`config.mk`:
```
export PLATFORM = sky130hd
export DESIGN_NAME = cpu_ctrl_fsm
export DESIGN_NICKNAME = d
export VERILOG_FILES = /design/src/rtl/cpu_ctrl_fsm.sv
export SDC_FILE = /design/constraint.sdc
export NUM_CORES = 1
export LEC_CHECK = 0
export CELL_PAD_IN_SITES_DETAIL_PLACEMENT = 1
export CELL_PAD_IN_SITES_GLOBAL_PLACEMENT = 2
export CORE_ASPECT_RATIO = 1.5
export CORE_MARGIN = 5
export CORE_UTILIZATION = 20
export DETAILED_ROUTE_END_ITERATION = 7
export GPL_ROUTABILITY_DRIVEN = 0
export PLACE_DENSITY_LB_ADDON = 0.1
export SLEW_MARGIN = 20
export SYNTH_ARGS = -nofsm -noshare
export SYNTH_HDL_FRONTEND = slang
export SYNTH_SLANG_ARGS = --single-unit
```
`constraint.sdc`:
```
create_clock -name clk -period 2.3 [get_ports clk]
set_input_delay 0.575 -clock clk [delete_from_list [all_inputs] [get_ports clk]]
set_output_delay 0.575 -clock clk [all_outputs]
set_load 0.05 [all_outputs]
```
`src/rtl/cpu_ctrl_fsm.sv`:
```
// Multicycle control unit for cpu_01: one state per cycle, decodes the IR opcode,
// drives the ctrl_sig_t bundle, resolves branches on the registered flags and counts retires.
package defs_pkg;
  typedef enum logic [3:0] {
    OPCODE_LI, OPCODE_ADDI, OPCODE_LW, OPCODE_SW,
    OPCODE_ADD, OPCODE_SUB, OPCODE_AND, OPCODE_OR,
    OPCODE_XOR, OPCODE_SLL, OPCODE_SRL, OPCODE_SRA,
    OPCODE_LINK, OPCODE_JMP, OPCODE_JPR, OPCODE_BRH
  } opcode_t;

  typedef enum logic [2:0] {
    ALU_ADD, ALU_SUB, ALU_AND, ALU_OR, ALU_XOR, ALU_SLL, ALU_SRL, ALU_SRA
  } alu_opcode_t;

  typedef enum logic [3:0] {
    STATE_FETCH, STATE_DECODE, STATE_WB_LI, STATE_EXEC_ADDI,
    STATE_WB_ADDI, STATE_EXEC_LW, STATE_MEM_LW, STATE_WB_LW,
    STATE_EXEC_SW, STATE_MEM_SW, STATE_EXEC_ALU, STATE_WB_ALU,
    STATE_EXEC_LINK, STATE_EXEC_JMP, STATE_EXEC_JPR, STATE_EXEC_BRH
  } state_t;

  typedef struct packed {
    logic zero;
    logic negative;
    logic carry;
    logic overflow;
  } alu_flags_t;

  typedef struct packed {
    logic       ROM_read;
    logic       IR_load;
    logic       PC_write;
    logic       PC_sel;
    logic [1:0] ADDER_sel;
    logic       AB_load;
    logic       REG2_sel;
    logic       RF_write;
    logic [2:0] REGW_sel;
    logic [3:0] ALU_op;
    logic       ALU_sel;
    logic       ACC_load;
    logic       FLAG_load;
    logic       MAR_load;
    logic       MEM_read;
    logic       MDR_load;
    logic       MEM_write;
  } ctrl_sig_t;
endpackage

module cpu_ctrl_fsm
  import defs_pkg::*;
#(
  parameter int INSTR_W = 16,
  parameter int CNT_W   = 16
) (
  input  logic               clk,
  input  logic               rst_n,
  input  logic               run,
  input  logic [INSTR_W-1:0] instr,
  input  logic [3:0]         flags,
  input  logic               mem_ready,
  output ctrl_sig_t          ctrl,
  output state_t             state,
  output logic               instr_done,
  output logic [CNT_W-1:0]   instr_count
);

  state_t           state_q, state_d;
  ctrl_sig_t        ctrl_d;
  logic [CNT_W-1:0] cnt_q, cnt_d;
  logic [3:0]       op_raw;
  opcode_t          opc;
  logic [2:0]       cond;
  alu_flags_t       fl;
  logic             br_flag, br_taken;
  logic             unused_instr;

  assign op_raw       = instr[INSTR_W-1 -: 4];
  assign opc          = opcode_t'(op_raw);
  assign cond         = instr[INSTR_W-5 -: 3];
  assign fl           = alu_flags_t'(flags);
  assign unused_instr = ^instr[INSTR_W-8:0];

  always_comb begin
    br_flag = fl.zero;
    case (cond[2:1])
      2'd0: br_flag = fl.zero;
      2'd1: br_flag = fl.negative;
      2'd2: br_flag = fl.carry;
      2'd3: br_flag = fl.overflow;
      default: br_flag = fl.zero;
    endcase
    br_taken = br_flag ^ cond[0];
  end

  always_comb begin
    state_d = state_q;
    ctrl_d  = '0;
    case (state_q)
      STATE_FETCH: if (run) begin
        ctrl_d.ROM_read = 1'b1;
        ctrl_d.IR_load  = 1'b1;
        ctrl_d.PC_write = 1'b1;
        state_d         = STATE_DECODE;
      end
      STATE_DECODE: begin
        ctrl_d.AB_load  = 1'b1;
        ctrl_d.REG2_sel = (opc == OPCODE_SW);
        case (opc)
          OPCODE_LI:   state_d = STATE_WB_LI;
          OPCODE_ADDI: state_d = STATE_EXEC_ADDI;
          OPCODE_LW:   state_d = STATE_EXEC_LW;
          OPCODE_SW:   state_d = STATE_EXEC_SW;
          OPCODE_LINK: state_d = STATE_EXEC_LINK;
          OPCODE_JMP:  state_d = STATE_EXEC_JMP;
          OPCODE_JPR:  state_d = STATE_EXEC_JPR;
          OPCODE_BRH:  state_d = STATE_EXEC_BRH;
          default:     state_d = STATE_EXEC_ALU;
        endcase
      end
      STATE_WB_LI: begin
        ctrl_d.RF_write = 1'b1;
        ctrl_d.REGW_sel = 3'b010;
        state_d         = STATE_FETCH;
      end
      STATE_EXEC_ADDI: begin
        ctrl_d.ALU_op    = {1'b0, ALU_ADD};
        ctrl_d.ALU_sel   = 1'b1;
        ctrl_d.ACC_load  = 1'b1;
        ctrl_d.FLAG_load = 1'b1;
        state_d          = STATE_WB_ADDI;
      end
      STATE_WB_ADDI, STATE_WB_ALU: begin
        ctrl_d.RF_write = 1'b1;
        state_d         = STATE_FETCH;
      end
      STATE_EXEC_LW: begin
        ctrl_d.MAR_load  = 1'b1;
        ctrl_d.ADDER_sel = 2'b10;
        state_d          = STATE_MEM_LW;
      end
      STATE_MEM_LW: begin
        ctrl_d.MEM_read = 1'b1;
        ctrl_d.MDR_load = mem_ready;
        if (mem_ready) state_d = STATE_WB_LW;
      end
      STATE_WB_LW: begin
        ctrl_d.RF_write = 1'b1;
        ctrl_d.REGW_sel = 3'b001;
        state_d         = STATE_FETCH;
      end
      STATE_EXEC_SW: begin
        ctrl_d.MAR_load  = 1'b1;
        ctrl_d.ADDER_sel = 2'b10;
        ctrl_d.REG2_sel  = 1'b1;
        state_d          = STATE_MEM_SW;
      end
      STATE_MEM_SW: begin
        ctrl_d.MEM_write = 1'b1;
        ctrl_d.REG2_sel  = 1'b1;
        if (mem_ready) state_d = STATE_FETCH;
      end
      STATE_EXEC_ALU: begin
        // ALU opcodes follow the register-register opcodes in the same order, offset by 4
        ctrl_d.ALU_op    = {1'b0, 3'(op_raw[2:0] - 3'd4)};
        ctrl_d.ACC_load  = 1'b1;
        ctrl_d.FLAG_load = 1'b1;
        state_d          = STATE_WB_ALU;
      end
      STATE_EXEC_LINK: begin
        ctrl_d.RF_write = 1'b1;
        ctrl_d.REGW_sel = 3'b100;
        state_d         = STATE_FETCH;
      end
      STATE_EXEC_JMP, STATE_EXEC_JPR: begin
        ctrl_d.PC_write  = 1'b1;
        ctrl_d.PC_sel    = 1'b1;
        ctrl_d.ADDER_sel = (state_q == STATE_EXEC_JMP) ? 2'b01 : 2'b11;
        state_d          = STATE_FETCH;
      end
      STATE_EXEC_BRH: begin
        if (br_taken) begin
          ctrl_d.PC_write  = 1'b1;
          ctrl_d.PC_sel    = 1'b1;
          ctrl_d.ADDER_sel = 2'b01;
        end
        state_d = STATE_FETCH;
      end
      default: state_d = STATE_FETCH;
    endcase
  end

  // Outputs are gated by rst_n so nothing leaks while reset is held
  assign ctrl        = rst_n ? ctrl_d : '0;
  assign instr_done  = rst_n && (state_q != STATE_FETCH) && (state_d == STATE_FETCH);
  assign state       = state_q;
  assign instr_count = cnt_q;
  assign cnt_d       = instr_done ? cnt_q + CNT_W'(1) : cnt_q;

  always_ff @(posedge clk or negedge rst_n) begin
    if (!rst_n) begin
      state_q <= STATE_FETCH;
      cnt_q   <= '0;
    end else begin
      state_q <= state_d;
      cnt_q   <= cnt_d;
    end
  end

endmodule

```
; After elaboration in Yosys (flattened, before gate mapping)
; Memories as Yosys holds them, arrays and structs flattened.
; Cells that the tools add are included.
[word_totals]
reg_bits = 20
rom_bits = 64
inputBits = 24
output_inout_bits = 44
memories = 1
[memory_table]
columns = name, words, word_bits, rd, rd_clocked_by_memory_dff, write_ports, line_no
row1 = (name not given), 16, 4, 1, 0, 0, 109  ; case (opc)
[classes]
add_sub_neg = 2
eq_ne = 19
mux = 23
bitwise_logic = 1
reduce_logical = 12
[ops]
columns = op, n
row1 = $pmux W4 S9, 1
row2 = $eq A4 B4 Y1 const B, 8
row3 = $mux W23, 1
row4 = $add A16 B1 Y16 const B, 1
row5 = $eq A4 B3 Y1 const B, 4
row6 = $mux W4, 4
row7 = $eq A4 B2 Y1 const B, 3
row8 = $pmux W3 S3, 1
row9 = $logic_not A4 Y1, 2
row10 = $mux W2, 4
row11 = $reduce_or A2 Y1, 4
row12 = $reduce_or A8 Y1, 1
row13 = $mux W3, 2
row14 = $pmux W2 S3, 1
row15 = $mux W1, 5
row16 = $reduce_or A5 Y1, 1
row17 = $eq A2 B2 Y1 const B, 2
row18 = $eq A4 B1 Y1 const B, 1
row19 = $pmux W1 S2, 2
row20 = $pmux W1 S4, 1
row21 = $reduce_bool A4 Y1, 1
row22 = $pmux W1 S3, 1
row23 = $sub A3 B3 Y3 const B, 1
row24 = $eq A2 B1 Y1 const B, 1
row25 = other kinds (3), 4

; Longest topological paths before layout
[depth]
depth_word = 6
ltp_mapped = 10
depth_no_buf = 8

; Least setup slack after synthesis
; No wires, ideal clock.
[synth_timing]
path_type = register -> output
from = register state_q[2], in the netlist state[2]
to = output ctrl[20] (netlist name)
arrival_time_ns = 3.110
required_time_ns = 1.725
setup_slack_ns = -1.385
stages_incl_launch_ff = 6
path_buffers = 1
path_cell_list = dfrtp_1 > buf_2 > nor2_1 > nand2_1 > nor4_1 > or2_2
[synth_rtl]
columns = element, line_no
row1 = "start, declared", 68  ; state_t state_q, state_d;
row2 = "start signal, assigned", 205  ; state_q <= state_d;
row3 = "end, declared", 62  ; output ctrl_sig_t ctrl,

==> impl_metrics.py <==
metrics = {
    "outcome": {
        "outcome": "finished, violations left",
        "violations": "setup timing",
    },
    "finish": {
        "n_antenna_cell": 0,
        "areaGrowthSynthToFinish_pct": 92.3,
        "final-seq-area_um2": 505,
        "nFillCells": 770,
        "finalNetCount": 272,
        "layout.cells.non_filler": 322,
        "final_util": 0.391,
        "drive_above_1_share": 0.451,
        "multi_input_area_um2": 948,
        "final_cell_area_um2": 2660,
    },
    "setup_path": {
        "rrSetupSlack_ns": 0.16,
        "reg2reg_from": "state[3]$_DFF_PN0_",
        "critical-path-max-stage-delay_ns": 0.49,
        "cpMaxStageDelayCell": "mux4_2",
        "reg2reg_depth": 7,
        "rr_endpoint": "instr_count[1]$_DFFE_PN0P_",
        "crit_arrival_ns": 1.91,
        "path_class": "in -> out",
        "start_kind": "input pin",
        "critPathRequiredTime_ns": 1.73,
        "path_cells": "buf_6, mux4_2, xor2_1, nor2_2, nor3_4, or2_4, buf_12",
        "endpoint_kind": "primary output",
        "crit_fanout": 2,
    },
    "floorplanning": {
        "die_area_um2": 8720,
        "die_h_um": 112,
        "core-area_um2": 6810,
        "start_util": 0.203,
        "die_w_um": 77.9,
        "ioPinCount": 68,
        "fp-row-count": 37,
    },
    "routing": {
        "firstDrtPassIters": 3,
        "m1WireLength_um": 1910,
        "drtIter0Drc": 12,
        "final_antenna_net_count": 0,
        "finalWirelength_um": 5110,
        "vias": 1511,
        "wl_per_cell_um": 15.9,
        "route.detailed.drc": 0,
        "viasPerCell": 4.69,
        "route.met3.wl_um": 161,
        "wl_met2_um": 2960,
        "top_layer_used": "met4",
    },
    "logic_synthesis": {
        "synth-seq-cells": 20,
        "synth_area_um2": 1380,
        "synth-edff-count": 0,
        "synth_top_area_share": 0.362,
        "avgSynthCellArea_um2": 8.65,
        "synth_flop_cell": "dfrtp_1",
        "synth_area_leader_cell": "dfrtp_1",
        "synthTopCellsByArea": "dfrtp_1 36%, xnor2_1 8.9%, nor2_1 5.4%, nand2_1 4.6%, nand4_1 3.6%",
        "ys_async_sr_fraction": 1.00,
        "yosys_warnings": 0,
        "ys_seq_area_frac": 0.362,
        "netlist-cell-type-count": 41,
        "netlist_instances": 160,
        "syn_nets": 187,
    },
    "timing": {
        "clock_skew_ns": 0.00325,
        "setup-tns-final_ns": -0.621,
        "setup_slack_ns": -0.185,
        "period_needed_ns": 2.49,
        "max_slew_margin": 0.663,
        "rsz0062_at_grt": "true",
        "finalCritPeriodShare": 1.08,
        "final-max-slew-violation-count": 0,
        "setup_violations": 4,
        "max_freq_mhz": 402,
        "hold_viol": 0,
        "whs_ns": 0.495,
        "worstMarginPinSlew_ns": 0.504,
    },
    "power": {
        "design_power_total_mw": 2.85,
        "swShare": 0.493,
        "p_leak_nw": 1.12,
        "peakVddDrop_mv": 0.464,
        "p_seq_frac": 0.202,
        "p_int_mw": 1.45,
        "clkPwrFrac": 0.083,
        "comb_power_share": 0.716,
        "power.density_nw_per_um2": 1070,
        "switching_power_mw": 1.40,
    },
    "grt": {
        "grt_pass1_vias": 1741,
        "antenna_found_initial": 0,
        "grtUsageTotal": 0.114,
        "gr-total-overflow": 0,
        "grt_pass1_wl_um": 8290,
        "grt_max_degree": 17,
    },
    "placed_design": {
        "place_ws_ns": -0.679,
        "placed_cell_area_um2": 2500,
        "post-dp-hpwl_um": 4150,
        "place_inst": 308,
        "portBuffers": 57,
    },
    "worst_hold_path": {
        "worstHoldPathType": "reg -> reg",
        "min_to": "instr_count[11]$_DFFE_PN0P_",
        "hp-start": "instr_count[11]$_DFFE_PN0P_",
        "hold_depth": 1,
    },
    "cts": {
        "tritoncts": "built",
        "root_buffer": "clkbuf_8",
        "numCtsBuffers": 3,
        "cts.sinks": 20,
        "htree_levels": 1,
        "path_clk_slew_ns": 0.07,
        "hold_buffers": 0,
        "insertion_delay_ns": 0.25,
        "clock_path_buffers": 2,
    },
    "job": {
        "drv_cap": 0,
    },
}
==> cell families (layout without fill, tap and decap cells) <==
| family | count (synthesis) | count (layout) | synth area share |
|---|---|---|---|
| other cells | 1 | 1 | 0.00271 |
| fa+ha+maj | 3 | 3 | 0.0271 |
| simple gates | 79 | 79 | 0.298 |
| compound gates | 22 | 22 | 0.0995 |
| xor+xnor | 17 | 17 | 0.108 |
| mux | 2 | 2 | 0.0244 |
| buf+inv | 16 | 100 | 0.0787 |
| flops | 20 | 20 | 0.362 |
==> layer usage <==
layer | vias up | global-route usage
li1 | 720 | -
met1 | 751 | 0.121
met2 | 34 | 0.219
met3 | 6 | 0.0170
met4 | 0 | 0.0383
met5 | - | 0
==> placed cells by master (no fill, tap or decap), types with 5 or more instances in the layout <==
cell	instances
clkdlybuf4s50_1	17
nand4_1	8
nand3_1	5
nor2_1	15
buf_12	25
a21oi_1	6
buf_4	34
dfrtp_1	16
buf_2	5
nand2_1	16
xnor2_1	14
==> Yosys cell counts (all sizes together), types with 2 or more instances <==
| cell type | number |
|---|---|
| dfrtp | 20 |
| nor2 | 20 |
| nand2 | 17 |
| xnor2 | 14 |
| buf | 9 |
| nand4 | 9 |
| a21oi | 8 |
| nand3 | 6 |
| inv | 5 |
| nor3 | 5 |
| and3 | 4 |
| o21ai | 4 |
| a31oi | 3 |
| ha | 3 |
| nor2b | 3 |
| or3b | 3 |
| xor2 | 3 |
| and3b | 2 |
| clkbuf | 2 |
| nand2b | 2 |
| nand3b | 2 |
| o311ai | 2 |
| or2 | 2 |
==> registers in the layout, summed over array words and instances (netlist names) <==
register / cells
instr_count: 16
state: 4
==> power groups by stage <==
| stage | Combinational, mW | Sequential (mW) | Clock, mW |
|---|---|---|---|
| floorplan | 0.989 | 0.782 | 0 |
| global placement | 1.84 | 0.619 | 0 |
| detailed placement | 1.84 | 0.626 | 0 |
| CTS | 1.94 | 0.594 | 0.248 |
| global route | 2.17 | 0.595 | 0.260 |
| finish | 2.04 | 0.574 | 0.236 |
==> how the worst max path moves through the flow <==
stage | slack, ns | start | endpoint
after floorplan | -0.31 | instr[10] | ctrl[20]
after global placement | -0.64 | instr[10] | ctrl[20]
after detailed placement | -0.68 | instr[10] | ctrl[20]
after CTS | -0.24 | instr[10] | ctrl[20]
after global routing | -0.23 | instr[10] | ctrl[20]
final | -0.19 | instr[10] | ctrl[20]
==> worst max-delay path, delay by kind of cell <==
family | cells | cell delay (ns)
and+or+nand+nor | 3 | 0.47
buffers and inverters | 2 | 0.22
xor gates and xnor gates | 1 | 0.16
muxes | 1 | 0.49
==> what timing repair did <==
action,in CTS,in global routing
gates resized for setup,42,13
pin swaps,11,12
setup endpoints to repair,38,16
buffers inserted,4,6
==> area by class of cell <==
cell class	count	area share
repair buffers	91	0.391
flip-flops and latches	20	0.190
well taps	78	0.0367
multi-input cells	124	0.356
clock buffers	4	0.0169
inverters	5	0.00893
No activity file was read; power rests on OpenSTA's default activity.
